**src/rtl/zero_mult_result_unit_pkg.sv**
```systemverilog
`default_nettype none
// ============================================================================
// Module      : zero_mult_result_unit_pkg
// Description : Shared constants for the multiplier zero-operand result unit:
//               FSM state encoding, precision widths and the product-sign
//               helper.
// Revision    : 1.0 - initial release
// ============================================================================
package zero_mult_result_unit_pkg;

    // Operand widths for the two supported precisions
    localparam int c_w_single = 32;
    localparam int c_w_double = 64;

    // Sequencer state encoding
    localparam logic [2:0] c_st_idle  = 3'd0;
    localparam logic [2:0] c_st_load  = 3'd1;
    localparam logic [2:0] c_st_check = 3'd2;
    localparam logic [2:0] c_st_run   = 3'd3;
    localparam logic [2:0] c_st_done  = 3'd4;

    // Sign of any product, including a zero product
    function automatic logic product_sign(input logic a, input logic b);
        return a ^ b;
    endfunction

endpackage
`default_nettype wire

```
**src/rtl/zero_mult_result_unit_if.sv**
```systemverilog
`default_nettype none
// ============================================================================
// Module      : zero_mult_result_unit_if
// Description : Signal bundle between the zero-result sequencer and its
//               operand registers, zero-detect flag, multiplier core and the
//               downstream consumer. master = sequencer side.
// Revision    : 1.0 - initial release
// ============================================================================
interface zero_mult_result_unit_if #(
    parameter int W = 32
);
    logic         beg_op;
    logic         sign_a;
    logic         sign_b;
    logic         zero_load;
    logic         zero_m_flag;
    logic         core_start;
    logic         core_done;
    logic [W-1:0] core_result;
    logic         core_abort;
    logic [W-1:0] result;
    logic         ready;
    logic         zero_bypass;
    logic         timeout_err;
    logic         ack;

    modport master (
        input  beg_op, sign_a, sign_b, zero_m_flag, core_done, core_result, ack,
        output zero_load, core_start, core_abort, result, ready, zero_bypass,
               timeout_err
    );

    modport slave (
        output beg_op, sign_a, sign_b, zero_m_flag, core_done, core_result, ack,
        input  zero_load, core_start, core_abort, result, ready, zero_bypass,
               timeout_err
    );
endinterface
`default_nettype wire

```
**src/rtl/zero_mult_result_unit_timeout_counter.sv**
```systemverilog
`default_nettype none
// ============================================================================
// Module      : zero_mult_result_unit_timeout_counter
// Description : CW-bit cycle counter with synchronous clear and enable;
//               o_tc flags the last permitted cycle (count == TMO-1).
// Revision    : 1.0 - initial release
// ============================================================================
module zero_mult_result_unit_timeout_counter #(
    parameter int TMO = 64,
    parameter int CW  = 7
) (
    input  wire logic clk,
    input  wire logic rst,
    input  wire logic i_clr,
    input  wire logic i_en,
    output logic      o_tc
);
    localparam logic [CW-1:0] c_tc = CW'(TMO - 1);

    logic [CW-1:0] r_count;

    // Clear has priority so a fresh RUN always starts from zero
    always_ff @(posedge clk or posedge rst) begin
        if (rst) begin
            r_count <= '0;
        end else if (i_clr) begin
            r_count <= '0;
        end else if (i_en) begin
            r_count <= r_count + 1'b1;
        end
    end

    assign o_tc = (r_count == c_tc);

endmodule
`default_nettype wire

```
**src/rtl/zero_mult_result_unit.sv**
```systemverilog
`default_nettype none
// ============================================================================
// Module      : zero_mult_result_unit
// Description : Sequences one FP multiply: strobes the zero-detect flag load,
//               short-circuits zero operands to a signed zero, otherwise runs
//               the core with a timeout and holds the result until ack.
// Revision    : 1.0 - initial release
// ============================================================================
module zero_mult_result_unit
    import zero_mult_result_unit_pkg::*;
#(
    parameter int W   = c_w_single,
    parameter int TMO = 64,
    parameter int CW  = 7
) (
    input wire logic              clk,
    input wire logic              rst,
    zero_mult_result_unit_if.master bus
);
    logic [2:0]   r_state,        w_state_nxt;
    logic         r_sgn,          w_sgn_nxt;
    logic         r_zero_load,    w_zero_load_nxt;
    logic         r_core_start,   w_core_start_nxt;
    logic         r_core_abort,   w_core_abort_nxt;
    logic [W-1:0] r_result,       w_result_nxt;
    logic         r_ready,        w_ready_nxt;
    logic         r_zero_bypass,  w_zero_bypass_nxt;
    logic         r_timeout_err,  w_timeout_err_nxt;
    logic         w_cnt_clr;
    logic         w_cnt_en;
    logic         w_cnt_tc;

    zero_mult_result_unit_timeout_counter #(
        .TMO (TMO),
        .CW  (CW)
    ) u_timeout_counter (
        .clk   (clk),
        .rst   (rst),
        .i_clr (w_cnt_clr),
        .i_en  (w_cnt_en),
        .o_tc  (w_cnt_tc)
    );

    // Next-state and next-output decode; pulses default low, held values keep
    always_comb begin
        w_state_nxt       = r_state;
        w_sgn_nxt         = r_sgn;
        w_zero_load_nxt   = 1'b0;
        w_core_start_nxt  = 1'b0;
        w_core_abort_nxt  = 1'b0;
        w_result_nxt      = r_result;
        w_ready_nxt       = r_ready;
        w_zero_bypass_nxt = r_zero_bypass;
        w_timeout_err_nxt = r_timeout_err;
        w_cnt_clr         = 1'b0;
        w_cnt_en          = 1'b0;
        case (r_state)
            c_st_idle: begin
                if (bus.beg_op) begin
                    w_sgn_nxt       = product_sign(bus.sign_a, bus.sign_b);
                    w_zero_load_nxt = 1'b1;
                    w_state_nxt     = c_st_load;
                end
            end
            c_st_load: begin
                w_state_nxt = c_st_check;
            end
            c_st_check: begin
                if (bus.zero_m_flag) begin
                    w_result_nxt      = {r_sgn, {(W-1){1'b0}}};
                    w_zero_bypass_nxt = 1'b1;
                    w_ready_nxt       = 1'b1;
                    w_state_nxt       = c_st_done;
                end else begin
                    w_core_start_nxt = 1'b1;
                    w_cnt_clr        = 1'b1;
                    w_state_nxt      = c_st_run;
                end
            end
            c_st_run: begin
                w_cnt_en = 1'b1;
                // A result arriving on the expiry cycle still counts as success
                if (bus.core_done) begin
                    w_result_nxt = bus.core_result;
                    w_ready_nxt  = 1'b1;
                    w_state_nxt  = c_st_done;
                end else if (w_cnt_tc) begin
                    w_core_abort_nxt  = 1'b1;
                    w_timeout_err_nxt = 1'b1;
                    w_result_nxt      = '0;
                    w_ready_nxt       = 1'b1;
                    w_state_nxt       = c_st_done;
                end
            end
            c_st_done: begin
                // Result value is deliberately left in place after ack
                if (bus.ack) begin
                    w_ready_nxt       = 1'b0;
                    w_zero_bypass_nxt = 1'b0;
                    w_timeout_err_nxt = 1'b0;
                    w_state_nxt       = c_st_idle;
                end
            end
            default: begin
                w_state_nxt = c_st_idle;
            end
        endcase
    end

    // State and registered outputs; reset abandons any operation silently
    always_ff @(posedge clk or posedge rst) begin
        if (rst) begin
            r_state       <= c_st_idle;
            r_sgn         <= 1'b0;
            r_zero_load   <= 1'b0;
            r_core_start  <= 1'b0;
            r_core_abort  <= 1'b0;
            r_result      <= '0;
            r_ready       <= 1'b0;
            r_zero_bypass <= 1'b0;
            r_timeout_err <= 1'b0;
        end else begin
            r_state       <= w_state_nxt;
            r_sgn         <= w_sgn_nxt;
            r_zero_load   <= w_zero_load_nxt;
            r_core_start  <= w_core_start_nxt;
            r_core_abort  <= w_core_abort_nxt;
            r_result      <= w_result_nxt;
            r_ready       <= w_ready_nxt;
            r_zero_bypass <= w_zero_bypass_nxt;
            r_timeout_err <= w_timeout_err_nxt;
        end
    end

    assign bus.zero_load   = r_zero_load;
    assign bus.core_start  = r_core_start;
    assign bus.core_abort  = r_core_abort;
    assign bus.result      = r_result;
    assign bus.ready       = r_ready;
    assign bus.zero_bypass = r_zero_bypass;
    assign bus.timeout_err = r_timeout_err;

endmodule
`default_nettype wire

```
**src/flat_wrapper.sv**
```systemverilog
// flat-port wrapper written by rule: the top's interface ports become plain ports
module zero_mult_result_unit_flat import zero_mult_result_unit_pkg::*;
#(
    parameter int W   = c_w_single,
    parameter int TMO = 64,
    parameter int CW  = 7
)
  (clk, rst, bus_beg_op, bus_sign_a, bus_sign_b, bus_zero_m_flag, bus_core_done, bus_core_result, bus_ack, bus_zero_load, bus_core_start, bus_core_abort, bus_result, bus_ready, bus_zero_bypass, bus_timeout_err);
  zero_mult_result_unit_if #(.W(W)) bus_i ();
  input wire logic clk;
  input wire logic rst;
  input wire logic [$bits(bus_i.beg_op)-1:0] bus_beg_op;
  input wire logic [$bits(bus_i.sign_a)-1:0] bus_sign_a;
  input wire logic [$bits(bus_i.sign_b)-1:0] bus_sign_b;
  input wire logic [$bits(bus_i.zero_m_flag)-1:0] bus_zero_m_flag;
  input wire logic [$bits(bus_i.core_done)-1:0] bus_core_done;
  input wire logic [$bits(bus_i.core_result)-1:0] bus_core_result;
  input wire logic [$bits(bus_i.ack)-1:0] bus_ack;
  output wire logic [$bits(bus_i.zero_load)-1:0] bus_zero_load;
  output wire logic [$bits(bus_i.core_start)-1:0] bus_core_start;
  output wire logic [$bits(bus_i.core_abort)-1:0] bus_core_abort;
  output wire logic [$bits(bus_i.result)-1:0] bus_result;
  output wire logic [$bits(bus_i.ready)-1:0] bus_ready;
  output wire logic [$bits(bus_i.zero_bypass)-1:0] bus_zero_bypass;
  output wire logic [$bits(bus_i.timeout_err)-1:0] bus_timeout_err;
  assign bus_i.beg_op = bus_beg_op;
  assign bus_i.sign_a = bus_sign_a;
  assign bus_i.sign_b = bus_sign_b;
  assign bus_i.zero_m_flag = bus_zero_m_flag;
  assign bus_i.core_done = bus_core_done;
  assign bus_i.core_result = bus_core_result;
  assign bus_i.ack = bus_ack;
  assign bus_zero_load = bus_i.zero_load;
  assign bus_core_start = bus_i.core_start;
  assign bus_core_abort = bus_i.core_abort;
  assign bus_result = bus_i.result;
  assign bus_ready = bus_i.ready;
  assign bus_zero_bypass = bus_i.zero_bypass;
  assign bus_timeout_err = bus_i.timeout_err;
  zero_mult_result_unit #(.W(W), .TMO(TMO), .CW(CW)) u_core (.clk(clk), .rst(rst), .bus(bus_i));
endmodule
```
**config.mk**
```make
export PLATFORM = sky130hd
export DESIGN_NAME = zero_mult_result_unit_flat
export DESIGN_NICKNAME = d
export VERILOG_FILES = /design/src/rtl/zero_mult_result_unit_pkg.sv /design/src/rtl/zero_mult_result_unit_if.sv /design/src/rtl/zero_mult_result_unit_timeout_counter.sv /design/src/rtl/zero_mult_result_unit.sv /design/src/flat_wrapper.sv
export SDC_FILE = /design/constraint.sdc
export NUM_CORES = 1
export LEC_CHECK = 0
export CAP_MARGIN = 10
export CORE_MARGIN = 1.5
export CORE_UTILIZATION = 51
export DETAILED_ROUTE_END_ITERATION = 10
export DONT_BUFFER_PORTS = 1
export HOLD_SLACK_MARGIN = 0.02
export PLACE_DENSITY = 0.66
export SYNTH_ARGS = -nofsm -noshare
export SYNTH_HDL_FRONTEND = slang
export SYNTH_HIERARCHICAL = 1
export SYNTH_SLANG_ARGS = --single-unit
```
**constraint.sdc**
```tcl
create_clock -name clk -period 2.55 [get_ports clk]
set_input_delay 0.255 -clock clk [delete_from_list [all_inputs] [get_ports clk]]
set_output_delay 0.255 -clock clk [all_outputs]
set_load 0.05 [all_outputs]
```
== Yosys cells after proc, flatten, opt, wreduce, memory -nomap -nowiden ==
Index checks and enable logic that the tools add are counted.
Cells by class
  add/sub/neg operators: 1
  multipliers: 0
  divide/modulo/power cells: 0
  order comparisons: 0
  equality and inequality tests: 11
  shift-type cells: 0
  muxes and demuxes: 28
  bitwise logic cells: 1
  reductions and logical operators: 12
Operator list (count)
  32-bit 2-to-1 mux: 3
  32-bit case mux with 2 select lines: 1
  3-bit 2-to-1 mux: 5
  3-bit case mux with 5 select lines: 1
  7-bit 2-to-1 mux: 2
  1-bit 2-to-1 mux: 13
  2-bit inequality test (second input constant): 5
  3-bit AND reduction: 3
  4-bit AND reduction: 2
  2-bit nonzero test: 4
  7-bit by 1-bit adder with 7-bit output (second input constant): 1
  7-bit by 6-bit equality test with 1-bit output (second input constant): 1
  3-bit by 2-bit equality test with 1-bit output (second input constant): 2
  1-bit case mux with 2 select lines: 2
  3-bit by 1-bit equality test with 1-bit output (second input constant): 1
  3-bit equality test (second input constant): 1
  3-bit zero test: 1
  3-bit inequality test (second input constant): 1
  1-bit case mux with 3 select lines: 1
  3-bit nonzero test: 1
  2-bit AND reduction: 1
  1-bit XOR: 1
Word-level totals
  flip-flop bits (word level): 49
  bits in latches: 0
  RAM bits: 0
  memory bits (read-only): 0
  input port bits: 40
  output and inout bits: 38
  logic and storage cells: 63
  memories kept: 0

== Longest topological paths before layout ==
  word-level depth: 4
  gate-level depth with buffers: 7
  gate-level depth less buffers: 5

== By module ==
Netlist, hierarchy kept.
By module, submodules not included
  zero_mult_result_unit: times used 1, cells each 118, area an instance 1594.0 um^2
  zero_mult_result_unit_timeout_counter: times used 1, cells each 31, area an instance 327.8 um^2

== Worst setup path after synthesis ==
OpenSTA, ideal clock, no wires.
  path kind: register to register
  from: register u_core.u_timeout_counter.r_count[0]
  to: register u_core.r_result[10], in the netlist u_core/bus.result[10]
  library setup time: 0.121 ns
  arrival: 1.642 ns
  data required time: 2.429 ns
  path slack: 0.787 ns
  stages on the path, launching flop included: 8
  period minus slack after synthesis: 1.763 ns
  cells stage by stage: dfrtp_1 > ha_1 > nor3b_1 > nor2_1 > a211o_1 > buf_6 > buf_2 > a22o_1
Between the ends
  word-level cells in the longest chain between the ends: 3
Ends and longest elaborated chain
  start, declared: line zero_mult_result_unit_timeout_counter.sv:20  | logic [CW-1:0] r_count;
  start signal, assigned: line zero_mult_result_unit_timeout_counter.sv:29  | r_count <= r_count + 1'b1;
  7-bit by 6-bit equality test with 1-bit output: line zero_mult_result_unit_timeout_counter.sv:33  | assign o_tc = (r_count == c_tc);
  net u_core.w_cnt_tc: line zero_mult_result_unit.sv:31  | logic w_cnt_tc;
  3-bit inequality test (no line)
  3-bit AND reduction (no line)
  end signal, assigned: line zero_mult_result_unit.sv:128  | r_result <= w_result_nxt;
  end, declared: line zero_mult_result_unit.sv:25  | logic [W-1:0] r_result, w_result_nxt;
The timed path passes the listed nets, and every way through them passes these cells.
A chain may end at the register's enable or synchronous reset.

== Worst setup path in the final report ==
  from: register u_core.u_timeout_counter.r_count[0]
  to: register u_core.r_result[30], in the netlist u_core/bus.result[30]
Same word-level chain as after synthesis.

==> flow_summary.ini <==
[clocking]
cts_tree = built
h-tree-depth = 2
cts_max_path_buffers = 2
clkLatencyLatePin_ns = 0.30
cts_sinks = 49
cts_buffers = 5
post_cts_buffers = 0
clkSlewWorstSetupHoldPaths_ns = 0.08
cts_root_buf = clkbuf_8

[drt]
drtIter0Drc = 48
drc_errors = 0
ant_nets = 0
post_drt_wl_per_cell_um = 18.2
vias_per_cell = 6.02
routed_wl_mm = 3.63
drtPass1Iterations = 4
dr_total_vias = 1198

[final_layout]
layout.cells.most_common_list = dfrtp_1 (49), a22o_1 (31), nor2_1 (13)
n_antenna_cell = 0
fin_nets = 191
final_util_pct = 56.1
seqCellArea_mm2 = 0.00123
fill_cells = 314
post-route-cell-area_mm2 = 0.00204
drive_gt1_share_pct = 8.61
syn_to_final_growth_pct = 6.12
multiInputGateArea_um2 = 616
final_common_cell = dfrtp_1

[synthesis]
synth_warnings = 6
synthCells = 149
syn_area_per_cell_um2 = 12.9
synthesis.area_mm2 = 0.00192
synth_edf_count = 0
async_flop_share_pct = 100
synth_ff_type = dfrtp_1
yosysUniqueCellTypes = 31
synth_seq_area_share_pct = 63.8
synth.net_count = 190
ys_ff_latch = 49

[place]
portBuffers = 0
dpl_cell_area_mm2 = 0.00194
dp_hpwl_mm = 2.60
gp_congestion = 0.816

[pwr]
leakage_nw = 0.991
power_mw = 3.05
power_density_mw_per_mm2 = 1500
vdd_drop_max_v = 0.000711

[floorplanning]
rows = 22
io_pins = 78
die_h_um = 64.4
fp.coreArea_mm2 = 0.00363
initial_utilization_pct = 52.9
die_area_mm2 = 0.00415
die_w_um = 64.4

[timing]
finalHoldViolations = 0
finalSetupViolCount = 0
period_share_pct = 82.7
hold_ws_ns = 0.0519
finClkSkew_ns = 0.00730
max_freq_mhz = 474
slew_viol_final = 0
setup_tns_ns = 0
period_minus_slack_ns = 2.11
tightest_slew_ns = 1.05
rsz0062_at_grt = false
relSlewSlack_pct = 30.3

[min_path]
hold_path.class = in2reg

[worst_setup_path]
cp_max_fo = 24
cp-end-kind = flip-flop
worst_setup_path_start_kind = flip-flop
critPathArrivalTime_ns = 2.29
criticalPathCategory = reg2reg
worstPathRequired_ns = 2.73

[global_route]
grt-ovfl-total = 0
grt_pass1_wl_mm = 5.66
grt_max_degree = 32
busiest_layer = met2
grt_util_met1_pct = 21.9
antenna_found_initial = 0
grt_usage_pct = 18.0
met2_usage_pct = 27.1
grt_pass1_vias = 1156
grt_util_met3_pct = 10.2

[outcome]
status = complete, no violations

[run]
drv_cap = 0
## cells in the mapped netlist (all sizes together), types with 2 or more instances
cell type  instances  area (um2)
a211o              2        17.5
a21oi              4        20.0
a22o              31         272
buf                9        57.6
dfrtp             49        1230
inv                5        18.8
nand2              4        15.0
nand4              3        25.0
nor2              13        48.8
o21ai              5        25.0
o2bb2ai            2        17.5
or3                2        12.5
xnor2              2        17.5
xor2               3        26.3
## registers in the layout, summed over array words and instances, names as in the netlist
name,flops
u_core/bus.result,32
u_core/u_timeout_counter/r_count,7
u_core/r_state,3
u_core/bus.core_abort,1
u_core/bus.core_start,1
u_core/bus.ready,1
u_core/bus.timeout_err,1
u_core/bus.zero_bypass,1
u_core/bus.zero_load,1
u_core/r_sgn,1
## per-layer routing
layer / vias up / routed length, um
met5: - / 0
met4: 0 / 51
met3: 5 / 380
met2: 52 / 1670
met1: 593 / 1520
li1: 548 / -
## path summary, 6_finish.rpt
kind,startpoint,depth (start not counted),slack (ns),end
worst max-delay path,u_core/u_timeout_counter/r_count[0],6,0.44,u_core/bus.result[30]
worst min-delay path,bus_ack,1,0.05,u_core/r_state[2]
worst max register to register,u_core/u_timeout_counter/r_count[0],6,0.44,u_core/bus.result[30]
worst min register to register,u_core/r_sgn,2,0.54,u_core/r_sgn
max in group asynchronous,rst,3,1.23,u_core/bus.result[30]
min in group asynchronous,rst,2,0.36,u_core/u_timeout_counter/r_count[6]
## critical path, stage by stage (launching register included)
cell     delay, ns
dfrtp_1       0.40
ha_1          0.21
nor3b_1       0.32
nor2_1        0.12
a211o_1       0.45
buf_4         0.27
a22o_1        0.21
## per-stage QoR
stage	instances	setup slack, ns
after detailed placement	190	0.493
final	199	0.442
after global placement	190	0.555
after global routing	199	0.299
after CTS	199	0.473
after floorplan	149	0.787
## logic make-up (layout without fill, tap and decap cells)
| family | Yosys count | count (layout) | share of synthesized area, % |
|---|---|---|---|
| xor gates and xnor gates | 5 | 5 | 2.28 |
| and+or+nand+nor | 31 | 31 | 9.05 |
| AOI/OAI and AO/OA | 47 | 47 | 19.5 |
| muxes | 1 | 1 | 0.521 |
| DFF | 49 | 49 | 63.8 |
| adders and majority gates | 1 | 1 | 0.651 |
| buffers and inverters | 15 | 17 | 4.17 |
## final cells by class
class	count	area share (%)
Inverter	5	0.920
Sequential cell	49	60.1
Clock buffer	5	3.37
Tap cell	48	2.94
Timing Repair Buffer	4	1.60
Multi-Input combinational cell	85	30.2
Clock inverter	3	0.859
## where the power goes
part | leakage [nW] | internal [mW] | total [mW] | switching, mW
registers | 0.642 | 1.04 | 2.11 | 1.06
clock network | 0.0439 | 0.189 | 0.437 | 0.248
logic | 0.305 | 0.265 | 0.504 | 0.239
## what timing repair did
item	CTS	global route
gates resized for setup	0	0
hold buffers	1	0
hold endpoints to repair	25	0
Note: power is estimated with default switching activity, not from simulation.
